`src/rtl/spi_arbiter.sv`:
```
// spi_arbiter: two-port arbiter that shares one SPI flash byte engine and chip select.
// Outputs are registered from the next state, so they line up with the state they describe.
module spi_arbiter #(
    parameter int XFER_CYCLES = 18,
    parameter int CS_GAP      = 4
) (
    input  logic       clk,
    input  logic       rst_n,
    input  logic       a_req,
    input  logic       a_wr,
    input  logic       a_hold,
    input  logic [7:0] a_wdata,
    output logic       a_gnt,
    output logic       a_done,
    output logic [7:0] a_rdata,
    input  logic       b_req,
    input  logic       b_wr,
    input  logic       b_hold,
    input  logic [7:0] b_wdata,
    output logic       b_gnt,
    output logic       b_done,
    output logic [7:0] b_rdata,
    output logic       eng_send,
    output logic       eng_recv,
    output logic [7:0] eng_wdata,
    input  logic [7:0] eng_rdata,
    output logic       spi_cs_n,
    output logic       busy
);
    typedef enum logic [2:0] {IDLE, SETUP, XFER, DONE, HOLD, GAP} state_t;
    state_t     state, nxt;
    logic       own_b, nxt_own_b, last_b, wr_q, hold_q;
    logic [7:0] cnt, nxt_cnt;
    logic       d_cs_n, d_a_gnt, d_b_gnt, d_send, d_recv, d_a_done, d_b_done, d_busy, ld;

    always_ff @(posedge clk or negedge rst_n) begin
        if (!rst_n) begin
            state     <= IDLE;
            cnt       <= '0;
            own_b     <= 1'b0;
            last_b    <= 1'b1;
            wr_q      <= 1'b0;
            hold_q    <= 1'b0;
            eng_wdata <= '0;
            a_rdata   <= '0;
            b_rdata   <= '0;
            spi_cs_n  <= 1'b1;
            a_gnt     <= 1'b0;
            b_gnt     <= 1'b0;
            eng_send  <= 1'b0;
            eng_recv  <= 1'b0;
            a_done    <= 1'b0;
            b_done    <= 1'b0;
            busy      <= 1'b0;
        end else begin
            state <= nxt;
            cnt   <= nxt_cnt;
            own_b <= nxt_own_b;
            if (state == GAP) last_b <= own_b;
            // byte parameters are captured on entry to SETUP, from the port that owns the bus
            if (ld) begin
                wr_q      <= nxt_own_b ? b_wr : a_wr;
                hold_q    <= nxt_own_b ? b_hold : a_hold;
                eng_wdata <= nxt_own_b ? b_wdata : a_wdata;
            end
            if (d_a_done) a_rdata <= eng_rdata;
            if (d_b_done) b_rdata <= eng_rdata;
            spi_cs_n <= d_cs_n;
            a_gnt    <= d_a_gnt;
            b_gnt    <= d_b_gnt;
            eng_send <= d_send;
            eng_recv <= d_recv;
            a_done   <= d_a_done;
            b_done   <= d_b_done;
            busy     <= d_busy;
        end
    end

    always_comb begin
        nxt       = state;
        nxt_own_b = own_b;
        nxt_cnt   = cnt;
        case (state)
            IDLE: if (a_req || b_req) begin
                nxt       = SETUP;
                nxt_own_b = b_req && (!a_req || !last_b);
            end
            SETUP: begin
                nxt     = XFER;
                nxt_cnt = '0;
            end
            XFER: if (cnt == 8'(XFER_CYCLES - 1)) nxt = DONE;
                  else nxt_cnt = cnt + 8'd1;
            DONE: begin
                nxt     = hold_q ? HOLD : GAP;
                nxt_cnt = '0;
            end
            HOLD: if (own_b ? b_req : a_req) nxt = SETUP;
            GAP:  if (cnt == 8'(CS_GAP - 1)) nxt = IDLE;
                  else nxt_cnt = cnt + 8'd1;
            default: nxt = IDLE;
        endcase
    end

    always_comb begin
        d_cs_n   = !(nxt inside {SETUP, XFER, DONE, HOLD});
        d_a_gnt  = !d_cs_n && !nxt_own_b;
        d_b_gnt  = !d_cs_n && nxt_own_b;
        d_send   = nxt == XFER && wr_q;
        d_recv   = nxt == XFER && !wr_q;
        d_a_done = nxt == DONE && !nxt_own_b;
        d_b_done = nxt == DONE && nxt_own_b;
        d_busy   = nxt != IDLE;
        ld       = nxt == SETUP;
    end
endmodule

```
`config.mk`:
```
export PLATFORM = sky130hd
export DESIGN_NAME = spi_arbiter
export DESIGN_NICKNAME = d
export VERILOG_FILES = /design/src/rtl/spi_arbiter.sv
export SDC_FILE = /design/constraint.sdc
export NUM_CORES = 1
export LEC_CHECK = 0
export ABC_AREA = 1
export BUFFER_PORTS_ARGS = -buffer_cell sky130_fd_sc_hd__buf_2
export CELL_PAD_IN_SITES_DETAIL_PLACEMENT = 1
export CELL_PAD_IN_SITES_GLOBAL_PLACEMENT = 2
export CORE_MARGIN = 1.5
export CORE_UTILIZATION = 25
export CTS_BUF_LIST = sky130_fd_sc_hd__clkbuf_8
export CTS_CLUSTER_DIAMETER = 100
export DETAILED_ROUTE_END_ITERATION = 10
export PLACE_DENSITY = 0.7
export REMOVE_ABC_BUFFERS = 1
export SYNTH_ARGS = -nofsm -noshare
export SYNTH_HDL_FRONTEND = slang
export SYNTH_SLANG_ARGS = --single-unit
```
`constraint.sdc`:
```
create_clock -name clk -period 2.13 [get_ports clk]
set_clock_uncertainty 0.15 [all_clocks]
set_input_delay 0.3195 -clock clk [delete_from_list [all_inputs] [get_ports clk]]
set_output_delay 0.3195 -clock clk [all_outputs]
set_load 0.02 [all_outputs]
```
-- Word level (Yosys, flattened, before mapping)
Index checks and enable logic that the tools add are counted.
W data, S select, Z words.
- register bits after elaboration: 47
- word-level logic and storage cells: 66
- $add $sub $neg: 1
- equal/unequal tests: 13
- muxes and demuxes: 15
- reductions and logical operators: 20
- operator list (operator ; number):
    $mux W8 ; 3
    $pmux W8 S3 ; 1
    $pmux W3 S6 ; 1
    $eq A3 B2 Y1 const B ; 4
    $mux W3 ; 4
    $eq A3 B3 Y1 const B ; 3
    $add A8 B1 Y8 const B ; 1
    $eq A8 B2 Y1 const B ; 1
    $eq A8 B5 Y1 const B ; 1
    $logic_and A1 B1 Y1 ; 7
    $eq A3 B1 Y1 const B ; 2
    $mux W1 ; 6
    $reduce_bool A3 Y1 ; 2
    $logic_not A1 Y1 ; 5
    $ne A2 B2 Y1 const B ; 2
    $reduce_bool A4 Y1 ; 1
    $logic_not A3 Y1 ; 1
    $reduce_and A3 Y1 ; 1
    $logic_or A1 B1 Y1 ; 2
    $reduce_or A2 Y1 ; 1

-- Logic depth before layout (Yosys ltp)
Gate-level depths: netlist (run 1).
- word-level depth: 7
- gate-level depth with buffers: 11
- mapped depth without buffers: 10

-- Worst setup path before layout (run 1)
OpenSTA, ideal clock, no wires.
- path type: reg-to-reg
- start point: register cnt[0]
- end point: register cnt[2]
- library setup time: 0.121 ns
- arrival: 1.306 ns
- data required time: 1.859 ns
- path slack: 0.553 ns
- cell stages (with the launch flop): 10
- clock period less this slack: 1.577 ns
- cell sequence: dfrtp_1 ha_1 nand3_1 nor2_1 nand2_1 nand3_2 inv_2 buf_6 a21oi_1 nor2_1
- word-level cells in the longest chain between the ends: 3
- ends and longest elaborated chain (item ; line ; text):
    start: declaration ; 33 ; logic [7:0] cnt, nxt_cnt;
    start signal: assignment ; 57 ; cnt <= nxt_cnt;
    $add A8 B1 Y8 (tied with other cells) ; 93, 100 ;
    $mux W8 (tied with other cells) ; 99 ; GAP: if (cnt == 8'(CS_GAP - 1)) nxt = IDLE;
    $pmux W8 S3 / $reduce_and A3 Y1 (equally long branches) ; - ;
Several ways; a longest one is shown, not always the timed one. The select of a mux whose other input is x is not followed.
A chain may end at the register's enable or synchronous reset.

-- Worst setup path after layout (run 1)
- start point: register state[1]
- end point: register a_rdata[3]
- word-level cells in the longest chain between the ends: 4
- ends and longest elaborated chain (item ; line ; text):
    start: declaration ; 31 ; state_t state, nxt;
    start signal: assignment ; 56 ; state <= nxt;
    $eq A3 B3 Y1 (tied with other cells) ; 83 ; case (state)
    $pmux W3 S6 / $mux W1 (equally long branches) ; 83 ;
    $eq A3 B2 Y1 / $logic_not A1 Y1 (equally long branches) ; 111 ; d_a_done = nxt == DONE && !nxt_own_b;
    $logic_and A1 B1 Y1 * ; 111 ;
    end signal: assignment ; 66 ; if (d_a_done) a_rdata <= eng_rdata;
    end: declaration ; 15 ; output logic [7:0] a_rdata,
Mark *: on every way between the ends. The rest lies on a longest branch, timed or not.

==> flow_metrics.py, run 1 <==
metrics = {
    "logic_synthesis": {
        "synth-edff-count": 0,
        "ys_types": 25,
        "post_synth_instance_area_sq_um": 2252,
        "ys.warnings.count": 0,
        "synthesis.instances": 249,
        "syn-mean-instance-area_sq_um": 9.045,
        "part_of_the_yosys_area_used_for_sequential_elements_pct": 52.33,
        "synthArstFlopShare_pct": 100.0,
        "yosys_register_bits": 47,
        "synth_top_flop_cell": "sky130_fd_sc_hd__dfrtp_1",
    },
    "power_and_ir_drop": {
        "clkPwrFrac_pct": 20.4,
        "switchingPower_mw": 1.428,
        "comb_power_share_pct": 41.7,
        "switching_share_pct": 42.19,
        "internal_power_mw": 1.957,
        "vdd_ir_drop_max_v": 0.0003715,
        "power.sequential.fraction_pct": 37.9,
        "power.density_cell_area_nw_per_um2": 1217,
        "power.static_leakage_nw": 1.493,
    },
    "floorplan": {
        "die_w_microns": 97.92,
        "boundaryPins": 64,
        "die_area_sq_um": 9587,
        "row_count": 34,
        "core_region_area_sq_um": 8721,
        "die_y_microns": 97.92,
        "initial_core_utilization_pct": 25.82,
    },
    "run": {
        "drv_cap": 0,
    },
    "sta": {
        "final-hold-violation-count": 0,
        "slew_violations": 0,
        "fin_hold_ws_ns": 0.1080,
        "slew_headroom_pct": 64.65,
        "final.period_utilization_pct": 86.04,
        "finalSetupViolCount": 0,
        "timing_worst_slew_pin_value_ns": 0.5302,
        "peak_clock_frequency_supported_by_timing_ghz": 0.5456,
        "final.min_clock_period_ns": 1.833,
        "grt_setup_unrepaired": "no",
        "totalNegativeSetupSlack_ns": 0,
    },
    "grt": {
        "pin_count_of_the_biggest_net_entering_global_routing": 28,
        "grt_pass1_vias": 1941,
        "grt_antenna_before_repair": 0,
        "grt.overflow.total": 0,
        "gr-usage-all-layers_pct": 12.10,
        "grt_pass1_wl_mm": 9.342,
    },
    "critical_path": {
        "critPathRequiredTime_ns": 2.17,
        "worstSetupPathType": "reg2reg",
        "path_max_fanout": 17,
        "worstPathArrival_ns": 1.87,
        "cp-start-kind": "flop",
        "end_kind": "flop",
    },
    "cts": {
        "numCtsBuffers": 5,
        "tritoncts_num_sinks": 47,
        "cts_tree": "built",
        "clockRootBuffer": "sky130_fd_sc_hd__clkbuf_8",
        "clk-insertion-delay-late_ns": 0.30,
        "clkSlewWorstSetupHoldPaths_ns": 0.09,
        "htree_num_levels": 2,
        "cts-root-to-sink-buffers": 2,
        "postCtsSetupRepairBufs": 0,
    },
    "route": {
        "via_count": 1837,
        "drt_pre_antenna_iters": 4,
        "route.detailed.vias_per_inst": 4.333,
        "drt_wl_total_mm": 5.547,
        "drt_first_iter_violations": 66,
        "detail_route_antenna_nets": 0,
        "drcViolationCount": 0,
        "avgRoutedWirePerCell_microns": 13.08,
    },
    "run_status": {
        "status": "completed",
    },
    "cells_and_area": {
        "design.final.nets": 349,
        "final_cell_area_sq_um": 2783,
        "area_grow_syn2layout_pct": 23.56,
        "most_frequent_cells_in_the_layout": "sky130_fd_sc_hd__buf_2, sky130_fd_sc_hd__nand2_1, sky130_fd_sc_hd__dfrtp_1",
        "layout.cells.most_common": "sky130_fd_sc_hd__buf_2",
        "drive_gt1_share_pct": 35.76,
        "finalCoreUtilization_pct": 31.91,
        "multi_input_area_sq_um": 879.6,
        "num_antenna_cells": 0,
        "fillers": 1052,
        "ff_latch_area_sq_um": 1179,
    },
    "placed_design": {
        "gp_congestion": 0.7246,
        "placedInstanceArea_sq_um": 2655,
        "io_buffers": 63,
        "dp_hpwl_mm": 4.204,
    },
    "min_path": {
        "holdCritPathClass": "in2reg",
    },
}
## worst max-delay path, stage by stage, from the launching register on
cell	delay, ns
sky130_fd_sc_hd__dfrtp_1	0.44
sky130_fd_sc_hd__inv_2	0.10
sky130_fd_sc_hd__nand2_2	0.08
sky130_fd_sc_hd__nor2_4	0.10
sky130_fd_sc_hd__nand2_2	0.09
sky130_fd_sc_hd__nand2_2	0.08
sky130_fd_sc_hd__nand2_4	0.14
sky130_fd_sc_hd__inv_4	0.19
sky130_fd_sc_hd__nand2_4	0.18
sky130_fd_sc_hd__nand2_1	0.12
sky130_fd_sc_hd__o21ai_2	0.05
## final cells by class
cell class | count | area share [%]
Sequential cell | 47 | 42.36
Multi-Input combinational cell | 164 | 31.61
Timing Repair Buffer | 66 | 12.68
Tap cell | 108 | 4.856
Inverter | 31 | 4.272
Clock buffer | 6 | 2.968
Clock inverter | 2 | 1.259
## synth_stat cells, drive strengths merged, types with 4 or more instances
master  number  share of area [%]
a21oi        4                1.1
a31oi       10                2.8
buf          7                3.3
dfrtp       45                 50
inv         31                5.3
nand2       70                 14
nand3       12                3.3
nand3b       4                1.3
nor2        32                5.7
o21ai       25                8.6
## metal layers
| layer | up-vias | global-route usage (%) | wire length, microns | part of all wire [%] |
|---|---|---|---|---|
| met3 | 5 | 2.792 | 228 | 4.1 |
| met5 | - | 0 | 0 | 0 |
| met4 | 0 | 3.626 | 68 | 1.2 |
| met2 | 36 | 18.94 | 2496 | 45 |
| li1 | 920 | - | - | - |
| met1 | 876 | 16.67 | 2753 | 50 |
## registers in the layout (all words and copies together), names as in the netlist, 3 cells and up
register / cells
b_rdata: 8
eng_wdata: 8
cnt: 8
state: 3
a_rdata: 8
## stage by stage
step / std cells / setup slack [ns] / power (mW)
2_1_floorplan: 242 / 0.4229 / 2.254
3_3_place_gp: 415 / 0.2985 / 2.703
3_5_place_dp: 415 / 0.2721 / 2.740
4_1_cts: 424 / 0.2664 / 3.446
5_1_grt: 424 / 0.1311 / 3.644
6_report: 424 / 0.2972 / 3.386
## what timing repair did
| item | 4_1_cts | 5_1_grt |
|---|---|---|
| gates resized for setup | 0 | 0 |
| hold buffers | 1 | 0 |
| endpoints found under the hold margin | 20 | 0 |
| setup endpoints to repair | 0 | 0 |
## power groups by stage
| stage | clock, mW | sequential, mW | combinational [mW] |
|---|---|---|---|
| 2_1_floorplan | 0 | 1.43 | 0.824 |
| 3_3_place_gp | 0 | 1.30 | 1.40 |
| 3_5_place_dp | 0 | 1.30 | 1.44 |
| 4_1_cts | 0.716 | 1.29 | 1.44 |
| 5_1_grt | 0.737 | 1.32 | 1.59 |
| 6_report | 0.691 | 1.28 | 1.41 |
## kinds of logic (layout without fill, tap and decap cells)
kind of cell | count (synthesis) | in the layout | share of synthesized area [%]
AOI/OAI and AO/OA | 40 | 40 | 12.72
xor gates and xnor gates | 2 | 2 | 0.7779
DFF | 47 | 47 | 52.33
and+or+nand+nor | 120 | 120 | 24.44
adders and majority gates | 2 | 2 | 1.111
buffers and inverters | 38 | 105 | 8.611
## path summary, 6_finish.rpt
path	startpoint	endpoint	slack (ns)	cells past startpoint
setup / recovery	state[1]	a_rdata[3]	0.30	10
hold / removal	a_wdata[6]	eng_wdata[6]	0.11	3
setup reg to reg	state[1]	a_rdata[3]	0.30	10
hold reg to reg	last_b	last_b	0.33	2
max in group asynchronous	rst_n	last_b	0.86	3
min in group asynchronous	rst_n	a_rdata[7]	0.38	2
No activity file was read; power rests on OpenSTA's default activity.
==> inputs of run 2 (changes only) <==
ABC_AREA = not set   (was 1)
PLACE_DENSITY = 0.66   (was 0.7)
==> run 2 against run 1 <==
Final area grew 9.7%. Register-to-register slack worse by 0.21 ns. Synthesized cell count shrank 16%. Setup slack got worse by 0.21 ns. Hold slack worse by 0.0083 ns. Power rose by 14%. Combinational power increased by 33%. Sequential power about the same.
==> flow_metrics.py, run 2 <==
metrics = {
    "run_status": {
        "status": "completed",
    },
    "placed_design": {
        "dp_hpwl_mm": 4.916,
        "gp_congestion": 0.7874,
        "io_buffers": 63,
    },
    "logic_synthesis": {
        "ys_types": 54,
        "yosysTopAreaCellShare_pct": 47.95,
        "dominant_cell_type_by_area_after_synthesis": "sky130_fd_sc_hd__dfrtp_1",
        "ys.warnings.count": 0,
        "synth.area.top_cells": "sky130_fd_sc_hd__dfrtp_1, sky130_fd_sc_hd__mux2_2, sky130_fd_sc_hd__nor2_1",
        "part_of_the_yosys_area_used_for_sequential_elements_pct": 50.19,
        "top_cell_types_by_occurrence_after_synthesis": "sky130_fd_sc_hd__dfrtp_1, sky130_fd_sc_hd__nor2_1, sky130_fd_sc_hd__mux2_2",
        "synth_top_flop_cell": "sky130_fd_sc_hd__dfrtp_1",
        "synthesis.instances": 210,
        "post_synth_instance_area_sq_um": 2349,
        "synthMostInstantiatedCell": "sky130_fd_sc_hd__dfrtp_1",
        "synth-edff-count": 0,
        "syn-mean-instance-area_sq_um": 11.18,
        "yosys_register_bits": 47,
        "synthArstFlopShare_pct": 100.0,
    },
    "critical_path": {
        "cpPeakStageDelay_ns": 0.38,
        "worstPathArrival_ns": 2.09,
        "regToRegStartpoint": "state[0]",
        "worst_reg2reg_path_depth": 4,
        "worstSetupPathType": "reg2reg",
        "worst_r2r_endpoint": "b_rdata[7]",
        "critPathRequiredTime_ns": 2.18,
        "reg2reg_slack_ns": 0.09,
        "cp.buffers_inverters": 0,
        "critical_path.cell_chain": "or2_2 > o31a_1 > o21ai_4 > mux2_2",
        "end_kind": "flop",
        "cpLargestDelayFamily": "compound AO/OA/AOI/OAI gates",
        "cpMaxStageDelayCell": "sky130_fd_sc_hd__dfrtp_1",
        "cp-start-kind": "flop",
        "path_max_fanout": 8,
    },
    "floorplan": {
        "die_y_microns": 99.92,
        "initial_core_utilization_pct": 25.66,
        "die_area_sq_um": 9984,
        "boundaryPins": 64,
        "row_count": 35,
        "core_region_area_sq_um": 9153,
        "die_w_microns": 99.92,
    },
    "sta": {
        "slew_headroom_pct": 61.48,
        "grt_setup_unrepaired": "no",
        "final.min_clock_period_ns": 2.043,
        "slew_violations": 0,
        "totalNegativeSetupSlack_ns": 0,
        "timing_worst_slew_pin_value_ns": 0.5778,
        "final.period_utilization_pct": 95.91,
        "final-hold-violation-count": 0,
        "fin_hold_ws_ns": 0.09975,
        "peak_clock_frequency_supported_by_timing_ghz": 0.4895,
        "finalSetupViolCount": 0,
    },
    "cts": {
        "cts_tree": "built",
        "clockRootBuffer": "sky130_fd_sc_hd__clkbuf_8",
        "htree_num_levels": 2,
        "numCtsBuffers": 5,
        "postCtsSetupRepairBufs": 0,
        "clk-insertion-delay-late_ns": 0.30,
        "clkSlewWorstSetupHoldPaths_ns": 0.10,
        "cts-root-to-sink-buffers": 2,
        "tritoncts_num_sinks": 47,
    },
    "power_and_ir_drop": {
        "power.density_cell_area_nw_per_um2": 1267,
        "power.static_leakage_nw": 1.465,
        "vdd_ir_drop_max_v": 0.0003468,
    },
    "cells_and_area": {
        "drive_gt1_share_pct": 43.49,
        "design.final.nets": 325,
        "area_grow_syn2layout_pct": 29.99,
        "fillers": 1029,
        "layout.cells.most_common": "sky130_fd_sc_hd__buf_2",
        "num_antenna_cells": 0,
        "most_frequent_cells_in_the_layout": "sky130_fd_sc_hd__buf_2, sky130_fd_sc_hd__dfrtp_1, sky130_fd_sc_hd__buf_4",
    },
    "min_path": {
        "hold_end": "a_rdata[6]",
        "holdCritPathClass": "in2reg",
        "worst_hold_path.num_cells": 2,
        "worstHoldStart": "eng_rdata[6]",
    },
    "grt": {
        "grt_antenna_before_repair": 0,
        "grt_pass1_vias": 2111,
        "gr-usage-all-layers_pct": 14.60,
        "grt_pass1_wl_mm": 11.35,
        "pin_count_of_the_biggest_net_entering_global_routing": 25,
        "grt.overflow.total": 0,
    },
    "route": {
        "route.detailed.vias_per_inst": 4.911,
        "drt_wl_total_mm": 6.684,
        "drcViolationCount": 0,
        "drt_pre_antenna_iters": 4,
        "drt_first_iter_violations": 95,
        "detail_route_antenna_nets": 0,
        "via_count": 1979,
        "avgRoutedWirePerCell_microns": 16.59,
    },
    "run": {
        "drv_cap": 0,
    },
}
==> run 2: cell count changes in the layout (fill, tap and decap cells not counted), moves of 6 or more <==
cell / before / now
sky130_fd_sc_hd__inv_1: 25 / 1
sky130_fd_sc_hd__mux2_2: 0 / 17
sky130_fd_sc_hd__a21oi_1: 3 / 14
sky130_fd_sc_hd__buf_4: 1 / 22
sky130_fd_sc_hd__nor2_1: 31 / 19
sky130_fd_sc_hd__o21ai_2: 18 / 0
sky130_fd_sc_hd__o21ai_0: 7 / 13
sky130_fd_sc_hd__nand2_1: 61 / 8
==> run 2: timing repair <==
| action | in CTS | in global routing |
|---|---|---|
| endpoints found under the setup margin | 0 | 25 |
| resized for setup | 0 | 2 |
| endpoints found under the hold margin | 23 | 0 |
| hold buffers | 1 | 0 |
==> run 2: worst max-delay path by stage <==
stage | slack (ns) | endpoint | cells after the start | start
6_report | 0.09 | b_rdata[7] | 4 | state[0]
5_1_grt | 0.01 | b_gnt | 5 | cnt[1]
4_1_cts | 0.07 | b_gnt | 4 | state[2]
3_5_place_dp | 0.08 | a_gnt | 4 | state[2]
3_3_place_gp | 0.12 | eng_recv | 4 | state[2]
2_1_floorplan | -0.06 | a_rdata[0] | 4 | state[0]
==> run 2: cell type report <==
cell class | count | area (sq um) | area share [%]
Sequential cell | 47 | 1180 | 38.65
Inverter | 1 | 3.754 | 0.1230
Tap cell | 111 | 138.9 | 4.549
Timing Repair Buffer | 87 | 510.5 | 16.72
Clock buffer | 5 | 68.82 | 2.254
Multi-Input combinational cell | 149 | 1104 | 36.15
Clock inverter | 3 | 47.55 | 1.557
==> run 2: metrics by stage <==
| step | utilization (%) | std cells | setup slack [ns] | power [mW] | area, sq um |
|---|---|---|---|---|---|
| after floorplan | - | 197 | -0.05698 | 2.435 | 2283 |
| after global placement | 31.93 | 394 | 0.1161 | 3.177 | 2923 |
| after detailed placement | 31.93 | 394 | 0.08044 | 3.214 | 2923 |
| after CTS | 33.32 | 403 | 0.07406 | 3.928 | 3049 |
| after global routing | 33.36 | 403 | 0.01359 | 4.203 | 3053 |
| final | 33.36 | 403 | 0.08708 | 3.869 | 3053 |
==> run 2: per-layer routing <==
metal | GRT usage [%] | share of wire, %
met2 | 23.13 | 46
met4 | 4.550 | 1.3
met5 | 0 | 0
met1 | 20.51 | 49
met3 | 2.298 | 3.6
==> run 2: kinds of logic after synthesis <==
| group | after synthesis | synth area share, % |
|---|---|---|
| AO/OA/AOI/OAI | 60 | 18.01 |
| AND/OR/NAND/NOR | 60 | 15.50 |
| flip-flops | 47 | 50.19 |
| multiplexers | 23 | 10.81 |
| buffers and inverters | 14 | 2.930 |
| XOR/XNOR | 4 | 1.492 |
| adder cells (fa/ha/maj) | 2 | 1.065 |
==> run 2: power by group <==
| group | switching [mW] | internal, mW | total (mW) | leakage, nW |
|---|---|---|---|---|
| clock | 0.332 | 0.356 | 0.688 | 0.0587 |
| sequential | 0.160 | 1.14 | 1.30 | 0.604 |
| combinational | 1.14 | 0.745 | 1.88 | 0.802 |
==> inputs of run 3 (changes only) <==
ABC_AREA = 1   (was not set)
PLACE_DENSITY = 0.7   (was 0.66)
clock period = 2.2 ns   (was 2.13 ns; I/O delays follow)
==> run 3 against run 2 <==
Utilization down 1.3 points. Count of clock-buffer cells in the layout unchanged. Non-clock buffer count down 19. Setup slack better by 0.29 ns. Final area down 8.5%. Clock power down 6.3%. Global-route usage down 2.4 points. Sequential power down 4%. Die area down 4.0%. Critical endpoint is now a_rdata[3]. Largest power group unchanged.
==> flow_metrics.py, run 3 (same netlist as run 1, synthesis figures left out) <==
metrics = {
    "cells_and_area": {
        "ff_latch_area_sq_um": 1179,
        "fillers": 1046,
        "num_antenna_cells": 0,
        "area_grow_syn2layout_pct": 24.00,
        "most_frequent_cells_in_the_layout": "sky130_fd_sc_hd__buf_2, sky130_fd_sc_hd__nand2_1, sky130_fd_sc_hd__dfrtp_1",
        "layout.cells.most_common": "sky130_fd_sc_hd__buf_2",
        "instances_no_fill": 426,
        "multi_input_area_sq_um": 879.6,
        "design.final.nets": 351,
        "final_cell_area_sq_um": 2793,
        "finalCoreUtilization_pct": 32.02,
        "drive_gt1_share_pct": 36.16,
    },
    "placed_design": {
        "placedInstanceArea_sq_um": 2670,
        "dp_hpwl_mm": 4.120,
        "io_buffers": 63,
        "dpl.cell_count": 417,
        "pre_cts_slack_ns": 0.3388,
        "gp_congestion": 0.7554,
    },
    "cts": {
        "clk-insertion-delay-late_ns": 0.31,
        "postCtsSetupRepairBufs": 0,
        "clockRootBuffer": "sky130_fd_sc_hd__clkbuf_8",
        "numCtsBuffers": 5,
        "tritoncts_num_sinks": 47,
        "cts_tree": "built",
        "cts-root-to-sink-buffers": 2,
        "clkSlewWorstSetupHoldPaths_ns": 0.09,
        "htree_num_levels": 2,
    },
    "critical_path": {
        "reg2reg_slack_ns": 0.38,
        "critPathRequiredTime_ns": 2.25,
        "path_max_fanout": 17,
        "cp-start-kind": "flop",
        "worstSetupPathType": "reg2reg",
        "cpPeakStageDelay_ns": 0.42,
        "critical_path.cell_chain": "inv_1 > nand2_2 > nor2_4 > nand2_2 > nand2_2 > nand2_4 > inv_4 > nand2_4 > nand2_1 > o21ai_2",
        "critical-path-top-cell-by-count": "sky130_fd_sc_hd__nand2_2",
        "cpMaxStageDelayCell": "sky130_fd_sc_hd__dfrtp_1",
        "worstPathArrival_ns": 1.87,
        "end_kind": "flop",
        "regToRegStartpoint": "state[0]",
        "worst_reg2reg_path_depth": 10,
        "worst_r2r_endpoint": "a_rdata[3]",
    },
    "sta": {
        "peak_clock_frequency_supported_by_timing_ghz": 0.5484,
        "fin_hold_ws_ns": 0.1198,
        "totalNegativeSetupSlack_ns": 0,
        "finalSetupViolCount": 0,
        "final.min_clock_period_ns": 1.823,
        "slew_violations": 0,
        "final-hold-violation-count": 0,
        "timing_worst_slew_pin_value_ns": 0.4515,
        "final.period_utilization_pct": 82.88,
        "grt_setup_unrepaired": "no",
        "slew_headroom_pct": 69.90,
        "finalWorstSetupSlack_ns": 0.3766,
    },
    "floorplan": {
        "die_area_sq_um": 9587,
        "row_count": 34,
        "core_region_area_sq_um": 8721,
        "initial_core_utilization_pct": 25.82,
        "boundaryPins": 64,
        "die_y_microns": 97.92,
        "die_w_microns": 97.92,
    },
    "route": {
        "route.detailed.vias_per_inst": 4.366,
        "avgRoutedWirePerCell_microns": 12.65,
        "drt_first_iter_violations": 76,
        "via_count": 1860,
        "detail_route_antenna_nets": 0,
        "drt_wl_total_mm": 5.390,
        "drcViolationCount": 0,
        "drt_pre_antenna_iters": 4,
    },
    "grt": {
        "grt_pass1_wl_mm": 9.446,
        "pin_count_of_the_biggest_net_entering_global_routing": 21,
        "gr-usage-all-layers_pct": 12.16,
        "grt_antenna_before_repair": 0,
        "grt.overflow.total": 0,
        "grt_pass1_vias": 1956,
    },
    "power_and_ir_drop": {
        "vdd_ir_drop_max_v": 0.0003200,
        "power.density_cell_area_nw_per_um2": 1168,
        "total_power_mw": 3.262,
        "power.static_leakage_nw": 1.500,
    },
    "min_path": {
        "worst_hold_path.num_cells": 3,
        "hold_end": "eng_wdata[6]",
        "holdCritPathClass": "in2reg",
        "worstHoldStart": "a_wdata[6]",
    },
    "run": {
        "drv_cap": 0,
    },
    "run_status": {
        "status": "completed",
    },
}
run 3: cell count changes in the layout (fill, tap and decap cells not counted), sizes merged, moves of 4 or more:
cell / before / now
nand2: 8 / 70
buf: 86 / 67
inv: 2 / 31
mux2i: 4 / 0
o21ai: 14 / 25
nand2b: 4 / 0
nand3: 5 / 12
a21oi: 14 / 4
mux2: 19 / 0
nor2: 20 / 32
run 3: critical path: cells and delay by family (launching register included):
kind / cells / cell delay (ns)
simple gates: 7 / 0.78
buf+inv: 2 / 0.30
flops: 1 / 0.42
compound gates: 1 / 0.05
run 3: worst max path at each step:
stage	to	startpoint	slack [ns]
2_1_floorplan	a_gnt	state[1]	0.49
3_3_place_gp	a_rdata[0]	state[1]	0.37
3_5_place_dp	a_rdata[4]	state[1]	0.34
4_1_cts	a_rdata[3]	state[1]	0.34
5_1_grt	a_rdata[4]	state[1]	0.18
6_report	a_rdata[3]	state[0]	0.38
run 3: final cells by class:
cell class                      instances  area share, %
Sequential cell                        47          42.20
Multi-Input combinational cell        164          31.50
Timing Repair Buffer                   68          13.17
Tap cell                              108          4.839
Inverter                               31          4.256
Clock buffer                            5          2.464
Clock inverter                          3          1.568
run 3: timing repair:
action                    CTS  global route
resized for setup           0             0
hold buffers                1             0
hold endpoints to repair   14             0
run 3: layer usage:
layer	part of all wire, %	GRT usage (%)
met1	50	16.78
met2	45	18.89
met3	3.9	2.792
met4	1.4	3.956
met5	0	0
run 3: power by group:
part | leakage (nW) | internal [mW] | switching [mW]
Combinational | 0.836 | 0.443 | 0.928
Clock | 0.0581 | 0.339 | 0.306
Sequential | 0.606 | 1.10 | 0.147
